`src/rtl/noc_pkg.sv`:
```
// Shared types and constants for the 2x2 mesh request scheduler.
package noc_pkg;

   localparam int unsigned NUM_PROC    = 4;
   localparam int unsigned PROC_ID_W   = 2;
   localparam int unsigned LEN_W       = 8;
   localparam int unsigned CFG_W       = 11;
   localparam int unsigned DONE_W      = 16;

   // configure bus layout: {len, dst, request}
   localparam int unsigned CFG_REQ_BIT = 0;
   localparam int unsigned CFG_DST_LSB = 1;
   localparam int unsigned CFG_LEN_LSB = CFG_DST_LSB + PROC_ID_W;

   typedef struct packed {
      logic [LEN_W-1:0]     len;
      logic [PROC_ID_W-1:0] dst;
   } desc_t;

   localparam int unsigned DESC_W = $bits(desc_t);

   typedef enum logic [1:0] {
      IDLE,
      ISSUE,
      WAIT_ACK,
      WAIT_DONE
   } chan_state_e;

   function automatic logic [CFG_W-1:0] make_cfg(input desc_t d, input logic req);
      logic [CFG_W-1:0] c;
      c                          = '0;
      c[CFG_REQ_BIT]             = req;
      c[CFG_DST_LSB +: PROC_ID_W] = d.dst;
      c[CFG_LEN_LSB +: LEN_W]     = d.len;
      return c;
   endfunction

endpackage

```
`src/rtl/noc_request_scheduler_if.sv`:
```
// Descriptor push port: valid/ready handshake plus the len==0 reject pulse.
interface noc_request_scheduler_if;
   import noc_pkg::*;

   logic                 req_valid;
   logic                 req_ready;
   logic [PROC_ID_W-1:0] req_src;
   logic [PROC_ID_W-1:0] req_dst;
   logic [LEN_W-1:0]     req_len;
   logic                 req_reject;

   modport master (
      output req_valid, req_src, req_dst, req_len,
      input  req_ready, req_reject
   );

   modport slave (
      input  req_valid, req_src, req_dst, req_len,
      output req_ready, req_reject
   );

endinterface

```
`src/rtl/sched_fifo.sv`:
```
// Single-clock FIFO with full/empty flags; pushes while full and pops while empty are ignored.
module sched_fifo #(
   parameter int unsigned DEPTH = 4,
   parameter int unsigned WIDTH = 10
) (
   input  logic             clock,
   input  logic             reset,
   input  logic             i_push,
   input  logic [WIDTH-1:0] i_data,
   input  logic             i_pop,
   output logic [WIDTH-1:0] o_head,
   output logic             o_full,
   output logic             o_empty
);

   localparam int unsigned PTR_W = (DEPTH > 1) ? $clog2(DEPTH) : 1;
   localparam int unsigned CNT_W = $clog2(DEPTH + 1);

   logic [WIDTH-1:0] r_mem [DEPTH];
   logic [PTR_W-1:0] r_wr_ptr;
   logic [PTR_W-1:0] r_rd_ptr;
   logic [CNT_W-1:0] r_count;
   logic             w_push;
   logic             w_pop;

   assign o_full  = (r_count == CNT_W'(DEPTH));
   assign o_empty = (r_count == '0);
   assign o_head  = r_mem[r_rd_ptr];
   assign w_push  = i_push && !o_full;
   assign w_pop   = i_pop && !o_empty;

   always_ff @(posedge clock) begin
      if (reset) begin
         r_wr_ptr <= '0;
         r_rd_ptr <= '0;
         r_count  <= '0;
      end else begin
         if (w_push) r_wr_ptr <= r_wr_ptr + PTR_W'(1);
         if (w_pop)  r_rd_ptr <= r_rd_ptr + PTR_W'(1);
         case ({w_push, w_pop})
            2'b10:   r_count <= r_count + CNT_W'(1);
            2'b01:   r_count <= r_count - CNT_W'(1);
            default: r_count <= r_count;
         endcase
      end
   end

   // storage needs no reset: occupancy alone defines validity
   always_ff @(posedge clock) begin
      if (w_push) r_mem[r_wr_ptr] <= i_data;
   end

endmodule

```
`src/rtl/noc_request_scheduler.sv`:
```
// Per-processor descriptor queues and issue/ack/done channel FSMs for the 2x2 mesh.
// Optional macro SCHED_ACK_TIMEOUT_EN adds a per-channel acknowledge timeout.
module noc_request_scheduler
   import noc_pkg::*;
#(
   parameter int unsigned DEPTH       = 4,
   parameter int unsigned ACK_TIMEOUT = 16
) (
   input  logic                  clock,
   input  logic                  reset,
   noc_request_scheduler_if.slave push,
   input  logic [NUM_PROC-1:0]   processor_ready_signals,
   output logic [CFG_W-1:0]      p0_configure,
   output logic [CFG_W-1:0]      p1_configure,
   output logic [CFG_W-1:0]      p2_configure,
   output logic [CFG_W-1:0]      p3_configure,
   output logic [NUM_PROC-1:0]   busy,
   output logic [NUM_PROC-1:0]   err_timeout,
   output logic [DONE_W-1:0]     done_count
);

   localparam int unsigned INC_W = $clog2(NUM_PROC + 1);

   if (DEPTH < 2 || (DEPTH & (DEPTH - 1)) != 0 || ACK_TIMEOUT < 1) begin : g_param_check
      $error("noc_request_scheduler: DEPTH must be a power of two >= 2 and ACK_TIMEOUT >= 1");
   end

   logic [NUM_PROC-1:0] w_full;
   logic [NUM_PROC-1:0] w_done;
   logic [NUM_PROC-1:0] w_busy;
   logic [NUM_PROC-1:0] w_err;
   logic [CFG_W-1:0]    w_cfg [NUM_PROC];
   logic                w_handshake;
   logic                w_len_zero;
   logic                r_reject;
   logic [INC_W-1:0]    w_done_inc;
   logic [DONE_W-1:0]   r_done_count;

   assign push.req_ready = ~w_full[push.req_src];
   assign w_handshake    = push.req_valid && push.req_ready;
   assign w_len_zero     = (push.req_len == '0);

   always_ff @(posedge clock) begin
      if (reset) r_reject <= 1'b0;
      else       r_reject <= w_handshake && w_len_zero;
   end

   assign push.req_reject = r_reject;

   for (genvar gi = 0; gi < NUM_PROC; gi++) begin : g_chan
      desc_t            w_head;
      desc_t            w_in;
      logic             w_push;
      logic             w_pop;
      logic             w_empty;
      logic             w_full_l;
      logic             w_rdy;
      logic             w_timeout;
      logic             w_done_l;
      chan_state_e      r_state;
      chan_state_e      w_next;
      logic [CFG_W-1:0] r_cfg;
      logic [CFG_W-1:0] w_cfg_next;
      logic             r_busy;

      assign w_rdy  = processor_ready_signals[gi];
      assign w_in   = '{len: push.req_len, dst: push.req_dst};
      assign w_push = w_handshake && !w_len_zero && (push.req_src == PROC_ID_W'(gi));

      sched_fifo #(
         .DEPTH (DEPTH),
         .WIDTH (DESC_W)
      ) u_fifo (
         .clock   (clock),
         .reset   (reset),
         .i_push  (w_push),
         .i_data  (w_in),
         .i_pop   (w_pop),
         .o_head  (w_head),
         .o_full  (w_full_l),
         .o_empty (w_empty)
      );

`ifdef SCHED_ACK_TIMEOUT_EN
      localparam int unsigned TO_W = $clog2(ACK_TIMEOUT + 1);
      logic [TO_W-1:0] r_to_cnt;
      logic            r_err;

      // counts completed WAIT_ACK cycles; fires on the last allowed one
      always_ff @(posedge clock) begin
         if (reset || r_state != WAIT_ACK) r_to_cnt <= '0;
         else                              r_to_cnt <= r_to_cnt + TO_W'(1);
      end

      assign w_timeout = (r_state == WAIT_ACK) && w_rdy &&
                         (r_to_cnt == TO_W'(ACK_TIMEOUT - 1));

      always_ff @(posedge clock) begin
         if (reset)          r_err <= 1'b0;
         else if (w_timeout) r_err <= 1'b1;
      end

      assign w_err[gi] = r_err;
`else
      assign w_timeout = 1'b0;
      assign w_err[gi] = 1'b0;
`endif

      // configure is registered, so it is computed for the state being entered
      always_comb begin
         w_next                  = r_state;
         w_cfg_next              = r_cfg;
         w_cfg_next[CFG_REQ_BIT] = 1'b0;
         w_pop                   = 1'b0;
         w_done_l                = 1'b0;
         case (r_state)
            IDLE: begin
               w_cfg_next = '0;
               if (!w_empty && w_rdy) begin
                  w_next     = ISSUE;
                  w_cfg_next = make_cfg(w_head, 1'b1);
               end
            end
            ISSUE: begin
               w_pop  = 1'b1;
               w_next = WAIT_ACK;
            end
            WAIT_ACK: begin
               if (!w_rdy) begin
                  w_cfg_next = '0;
                  w_next     = WAIT_DONE;
               end else if (w_timeout) begin
                  w_cfg_next = '0;
                  w_next     = IDLE;
               end
            end
            WAIT_DONE: begin
               w_cfg_next = '0;
               if (w_rdy) begin
                  w_next   = IDLE;
                  w_done_l = 1'b1;
               end
            end
            default: begin
               w_cfg_next = '0;
               w_next     = IDLE;
            end
         endcase
      end

      always_ff @(posedge clock) begin
         if (reset) begin
            r_state <= IDLE;
            r_cfg   <= '0;
            r_busy  <= 1'b0;
         end else begin
            r_state <= w_next;
            r_cfg   <= w_cfg_next;
            r_busy  <= (w_next != IDLE);
         end
      end

      assign w_full[gi] = w_full_l;
      assign w_done[gi] = w_done_l;
      assign w_busy[gi] = r_busy;
      assign w_cfg[gi]  = r_cfg;
   end

   // several channels may finish together: add the popcount
   always_comb begin
      w_done_inc = '0;
      for (int k = 0; k < NUM_PROC; k++) begin
         w_done_inc = w_done_inc + INC_W'(w_done[k]);
      end
   end

   always_ff @(posedge clock) begin
      if (reset) r_done_count <= '0;
      else       r_done_count <= r_done_count + DONE_W'(w_done_inc);
   end

   assign done_count   = r_done_count;
   assign busy         = w_busy;
   assign err_timeout  = w_err;
   assign p0_configure = w_cfg[0];
   assign p1_configure = w_cfg[1];
   assign p2_configure = w_cfg[2];
   assign p3_configure = w_cfg[3];

endmodule

```
`src/flat_wrapper.sv`:
```
// flat-port wrapper written by rule: the top's interface ports become plain ports
module noc_request_scheduler_flat import noc_pkg::*;
#(
   parameter int unsigned DEPTH       = 4,
   parameter int unsigned ACK_TIMEOUT = 16
)
  (clock, reset, processor_ready_signals, p0_configure, p1_configure, p2_configure, p3_configure, busy, err_timeout, done_count, push_req_valid, push_req_src, push_req_dst, push_req_len, push_req_ready, push_req_reject);
  noc_request_scheduler_if push_i ();
  input  logic clock;
  input  logic reset;
  input  logic [NUM_PROC-1:0] processor_ready_signals;
  output logic [CFG_W-1:0] p0_configure;
  output logic [CFG_W-1:0] p1_configure;
  output logic [CFG_W-1:0] p2_configure;
  output logic [CFG_W-1:0] p3_configure;
  output logic [NUM_PROC-1:0] busy;
  output logic [NUM_PROC-1:0] err_timeout;
  output logic [DONE_W-1:0] done_count;
  input wire logic [$bits(push_i.req_valid)-1:0] push_req_valid;
  input wire logic [$bits(push_i.req_src)-1:0] push_req_src;
  input wire logic [$bits(push_i.req_dst)-1:0] push_req_dst;
  input wire logic [$bits(push_i.req_len)-1:0] push_req_len;
  output wire logic [$bits(push_i.req_ready)-1:0] push_req_ready;
  output wire logic [$bits(push_i.req_reject)-1:0] push_req_reject;
  assign push_i.req_valid = push_req_valid;
  assign push_i.req_src = push_req_src;
  assign push_i.req_dst = push_req_dst;
  assign push_i.req_len = push_req_len;
  assign push_req_ready = push_i.req_ready;
  assign push_req_reject = push_i.req_reject;
  noc_request_scheduler #(.DEPTH(DEPTH), .ACK_TIMEOUT(ACK_TIMEOUT)) u_core (.clock(clock), .reset(reset), .push(push_i), .processor_ready_signals(processor_ready_signals), .p0_configure(p0_configure), .p1_configure(p1_configure), .p2_configure(p2_configure), .p3_configure(p3_configure), .busy(busy), .err_timeout(err_timeout), .done_count(done_count));
endmodule
```
`config.mk`:
```
export PLATFORM = sky130hd
export DESIGN_NAME = noc_request_scheduler_flat
export DESIGN_NICKNAME = d
export VERILOG_FILES = /design/src/rtl/noc_pkg.sv /design/src/rtl/noc_request_scheduler_if.sv /design/src/rtl/sched_fifo.sv /design/src/rtl/noc_request_scheduler.sv /design/src/flat_wrapper.sv
export SDC_FILE = /design/constraint.sdc
export NUM_CORES = 1
export LEC_CHECK = 0
export BUFFER_PORTS_ARGS = -buffer_cell sky130_fd_sc_hd__buf_2
export CAP_MARGIN = 25
export CORE_MARGIN = 1.5
export CORE_UTILIZATION = 59
export CTS_CLUSTER_DIAMETER = 40
export DETAILED_ROUTE_END_ITERATION = 8
export PLACE_DENSITY = 0.89
export SKIP_LAST_GASP = 1
export SYNTH_ARGS = -nofsm -noshare
export SYNTH_HDL_FRONTEND = slang
export SYNTH_SLANG_ARGS = --single-unit
```
`constraint.sdc`:
```
create_clock -name clock -period 3.59 [get_ports clock]
set_clock_uncertainty 0.1 [all_clocks]
set_input_delay 0.359 -clock clock [delete_from_list [all_inputs] [get_ports clock]]
set_output_delay 0.359 -clock clock [all_outputs]
set_load 0.01 [all_outputs]
```
# After elaboration in Yosys (flattened, before gate mapping)
# Memory sizes are Yosys's and may differ from the RTL's. A register that Yosys moved wholly into a read port is not among the register bits.
# Index checks and enable logic that the tools add are counted.
# word_totals
ff_bits	101
mem_bits_rw	160
output_inout_bits	70
word_cells	203
mem_count	4
# memory_table
memory	depth	word_bits	rd	rd_clocked_by_memory_dff	wr	line_no	source
u_core.g_chan[0].u_fifo.r_mem	4	10	1	1	1	sched_fifo.sv:19	logic [WIDTH-1:0] r_mem [DEPTH];
u_core.g_chan[1].u_fifo.r_mem	4	10	1	1	1	sched_fifo.sv:19	
u_core.g_chan[2].u_fifo.r_mem	4	10	1	1	1	sched_fifo.sv:19	
u_core.g_chan[3].u_fifo.r_mem	4	10	1	1	1	sched_fifo.sv:19	
# classes
n_addsub	20
n_lt_le_gt_ge	1
n_eq_ne	31
muxes	62
bitwise_logic	1
reduce_logical	54
# op_table
cell	count
$pmux 11 s3	4
$mux 11	8
$mux 2	20
$pmux 2 s4	4
$eq 2x2->1 const B	14
$pmux 3 s2	4
$mux 1	21
$logic_and 1x1->1	19
$eq 2x1->1 const B	9
$add 16x3->16	1
$add 2x1->2 const B	8
$reduce_bool 2->1	8
$add 3x1->3 const B	4
$eq 3x3->1 const B	4
$logic_not 3->1	4
$reduce_bool 3->1	4
$sub 3x1->3 const B	4
$logic_not 2->1	5
$logic_not 1->1	9
$logic_not 8->1	1
$ne 2x2->1 const B	4
$reduce_and 2->1	4
$add 3x1->3	2
$lt 2x3->1 const B	1
other kinds (3)	3

# Logic depth before layout (Yosys ltp)
# depth
depth_word	10
mapped_depth	11

# Hierarchy
# From an unflattened synthesis, not the netlist that was laid out.
# unflattened
hier_cells	763
area_unflattened_um2	10710.3
# modules_own_cells
mod	instances	cells_per_inst	area_each_um2
sched_fifo	4	106	1920.6
noc_request_scheduler	1	339	3027.9

# Worst setup path after synthesis
# No wires, ideal clock.
# synth_timing
path_kind	register to register
startpoint	register u_core.g_chan[1].r_state[0]
endpoint	register u_core.r_done_count[14] (netlist: u_core.done_count[14])
setup_time_ns	0.071
arrival_time_ns	3.092
t_required_ns	3.419
slack_ns	0.327
stages_incl_launch_ff	12
path_buffers	0
synth_period_minus_slack_ns	3.263
path_cell_list	dfxtp_1 ha_1 and2_1 ha_1 fa_1 ha_1 inv_1 fa_1 nor2b_1 o211ai_1 or3_2 a21oi_1
# synth_between
elab_chain_len	6
# synth_lines
element	line_no	source
start: declaration	noc_request_scheduler.sv:60	chan_state_e r_state;
start signal: assignment	noc_request_scheduler.sv:157	r_state <= w_next;
$eq 2x2->1	noc_request_scheduler.sv:116	case (r_state)
$mux 1	noc_request_scheduler.sv:116	
$add 1x1->2	noc_request_scheduler.sv:173	w_done_inc = w_done_inc + INC_W'(w_done[k]);
$add 3x1->3 (2 in a row)	noc_request_scheduler.sv:173	
$add 16x3->16	noc_request_scheduler.sv:179	else r_done_count <= r_done_count + DONE_W'(w_done_inc);
end signal: assignment	noc_request_scheduler.sv:179	
end: declaration	noc_request_scheduler.sv:37	logic [DONE_W-1:0] r_done_count;
# Every way passes these cells.
# A chain may end at the register's enable or synchronous reset.

# Worst setup path in the final report
# layout_timing
startpoint	register u_core.g_chan[1].r_state[1]
endpoint	register u_core.r_done_count[14] (netlist: u_core.done_count[14])
# The elaborated chain is that of the path after synthesis.

==> results.sh <==
export IMPL_final_max_slew_viol_count=0
export IMPL_wl_per_cell_um=20.93
export IMPL_synth_area_leaders="edfxtp_1, dfxtp_1, mux4_2, ha_1, a22o_1"
export IMPL_status="complete, no violations"
export IMPL_final_util_pct=71.21
export IMPL_grt_ovfl_total=0
export IMPL_layout_drive_gt1_share_pct=25.72
export IMPL_via_count=6401
export IMPL_grt_usage_pct=24.93
export IMPL_peakVddDrop_mv=0.4369
export IMPL_required_ps=3920
export IMPL_crit_path_end_kind="register"
export IMPL_cts_tree="done"
export IMPL_drt_first_iter_violations=501
export IMPL_gp_congestion=0.8573
export IMPL_crit_top_cell="ha_1"
export IMPL_synth_common_cells="edfxtp_1, dfxtp_1, nor2_1, mux4_2, a21oi_1"
export IMPL_place_detailed_hpwl_mm=13.69
export IMPL_die_area_mm2=0.01860
export IMPL_syn_inst=703
export IMPL_syn_avg_cell_area_um2=14.93
export IMPL_timing_final_crit_share_pct=92.92
export IMPL_io_pins=89
export IMPL_critPathMaxFanout=8
export IMPL_dr_pass1_iters=5
export IMPL_cts_root_buf="clkbuf_16"
export IMPL_clock_sinks=269
export IMPL_setup_viol_count_final=0
export IMPL_grt_pass1_vias=6500
export IMPL_r2r_setup_slack_ps=250
export IMPL_fp_dieH_um=136.4
export IMPL_antenna_found_initial=2
export IMPL_yosys_area_top_type="edfxtp_1"
export IMPL_synth_top_cell_area_share_pct=45.78
export IMPL_crit_arrival_ps=3660
export IMPL_ys_ff_latch=269
export IMPL_start_util_pct=60.47
export IMPL_crit_path_max_incr_delay_ps=420
export IMPL_worst_slew_pin_transition_ps=1035
export IMPL_wirelength_mm=22.23
export IMPL_period_needed_ps=3336
export IMPL_ys_flop_type="edfxtp_1"
export IMPL_final_nets=866
export IMPL_yosysWarnings=0
export IMPL_num_rows=48
export IMPL_synth_edf_count=160
export IMPL_netlist_area_mm2=0.01050
export IMPL_portBuffers=84
export IMPL_grt_pass1_wl_mm=34.60
export IMPL_worstPathCellList="ha_1 -> and2_1 -> ha_1 -> fa_1 -> ha_1 -> inv_1 -> fa_1 -> nor2b_2 -> o211ai_1 -> or3_4 -> a21oi_1"
export IMPL_max_freq_mhz=299.8
export IMPL_coreArea_mm2=0.01736
export IMPL_cts_buffer_depth=3
export IMPL_antenna_left=0
export IMPL_holdCritPathClass="primary input to register"
export IMPL_hold_violations=0
export IMPL_crit_path_start_kind="register"
export IMPL_setup_tns_final_ps=0
export IMPL_grt_max_degree=36
export IMPL_yosysUniqueCellTypes=48
export IMPL_via_per_inst=6.027
export IMPL_cts_buffers=34
export IMPL_htree_levels=2
export IMPL_slew_headroom_pct=31.00
export IMPL_rsz0062_at_grt="false"
export IMPL_clk_latency_ps=510
export IMPL_post_cts_setup_buffers=0
export IMPL_route_detailed_drc=0
export IMPL_crit_slowest_cell="or3_4"
export IMPL_power_leakage_nw=4.516
export IMPL_maxCapViolCount=0
export IMPL_path_class="register to register"
export IMPL_area_delta_synth_final_pct=17.76
export IMPL_clk_pin_slew_ps=60
export IMPL_async_reset_ff_share_pct=0
export IMPL_yosysSeqAreaShare_pct=66.57
export IMPL_die_x_um=136.4
export IMPL_synth_most_common_cell="edfxtp_1"
export IMPL_p_per_area_mw_per_mm2=577.3
[critical path: cells and delay by family (launching register included)]
family / cells / cell delay, ps
AO/OA/AOI/OAI: 2 / 360
buffers and inverters: 1 / 60
AND/OR/NAND/NOR: 3 / 740
flip-flops: 1 / 360
adder cells (fa/ha/maj): 5 / 1660
[per-stage QoR]
step / instances / setup WS [ps] / hold slack [ps] / power [W] / area, um^2
3_5_place_dp: 998 / 164.8 / 349.3 / 0.003754 / 11180
3_3_place_gp: 998 / 277.6 / 342.6 / 0.003740 / 11180
6_report: 1062 / 254.2 / 74.27 / 0.007135 / 12360
2_1_floorplan: 706 / 327.1 / 357.9 / 0.003624 / 10510
4_1_cts: 1059 / 111.4 / 65.97 / 0.007166 / 12330
5_1_grt: 1062 / 67.48 / 91.69 / 0.007323 / 12360
[power breakdown]
| part | switching (W) | leakage, nW | internal [W] |
|---|---|---|---|
| combinational | 0.000217 | 1.63 | 0.000124 |
| clock | 0.00131 | 0.563 | 0.00212 |
| sequential | 0.0000412 | 2.33 | 0.00332 |
| total | 0.00157 | 4.52 | 0.00557 |
[cell type report]
type | instances | area, um^2
Multi-Input combinational cell | 374 | 3274
Inverter | 33 | 123.9
Antenna cell | 1 | 2.502
Sequential cell | 269 | 6987
Timing Repair Buffer | 99 | 533.0
Clock inverter | 23 | 260.3
Tap cell | 225 | 281.5
Fill cell | 1034 | 4997
Clock buffer | 38 | 897.1
[layout by cell type (no fill, tap or decap), types with 18 or more instances in the layout]
cell type / n
a21oi_1: 35
a22o_1: 29
and3_1: 18
buf_2: 84
clkbuf_16: 35
dfxtp_1: 109
edfxtp_1: 160
ha_1: 30
inv_1: 33
mux4_2: 40
nor2_1: 50
o21ai_0: 21
[path summary, 6_finish.rpt]
path                               startpoint                endpoint  cells past startpoint
setup / recovery  u_core.g_chan[1].r_state[1]   u_core.done_count[14]                     11
hold / removal     processor_ready_signals[2]  u_core.p2_configure[1]                      3
setup reg to reg  u_core.g_chan[1].r_state[1]   u_core.done_count[14]                     11
hold reg to reg        u_core.p1_configure[6]  u_core.p1_configure[6]                      1
[flip-flops by register name (all words and copies together), names as in the netlist, named ones only]
signal and flops:
u_core.done_count 16, u_core.g_chan.r_busy 4, u_core.g_chan.r_state 8, u_core.g_chan.u_fifo.r_count 12, u_core.g_chan.u_fifo.r_mem 160, u_core.g_chan.u_fifo.r_rd_ptr 8, u_core.g_chan.u_fifo.r_wr_ptr 8, u_core.p0_configure 11
u_core.p1_configure 11, u_core.p2_configure 11, u_core.p3_configure 11, u_core.push.req_reject 1
[layer usage]
layer | global-route usage [%] | routed length, um | up-vias
met2 | 41.86 | 11290 | 288
met3 | 5.071 | 1467 | 60
li1 | - | - | 2867
met1 | 30.78 | 8647 | 3184
met4 | 12.59 | 808 | 2
met5 | 0 | 13 | -
[repair_timing]
action / CTS / global route
endpoints found under the setup margin: 0 / 1
gates resized for setup: 0 / 3
hold endpoints to repair: 0 / 0
hold buffers: 0 / 0
[cells by family after synthesis]
kind of cell    after synthesis  share of synthesized area (%)
flops                       269                          66.57
simple gates                157                          8.083
compound gates              113                          7.392
buf+inv                      63                          2.587
mux                          42                          8.774
fa+ha+maj                    36                          4.721
xor+xnor                     22                          1.836
other cells                   1                        0.03573
Power figures use the tool's default switching activity.
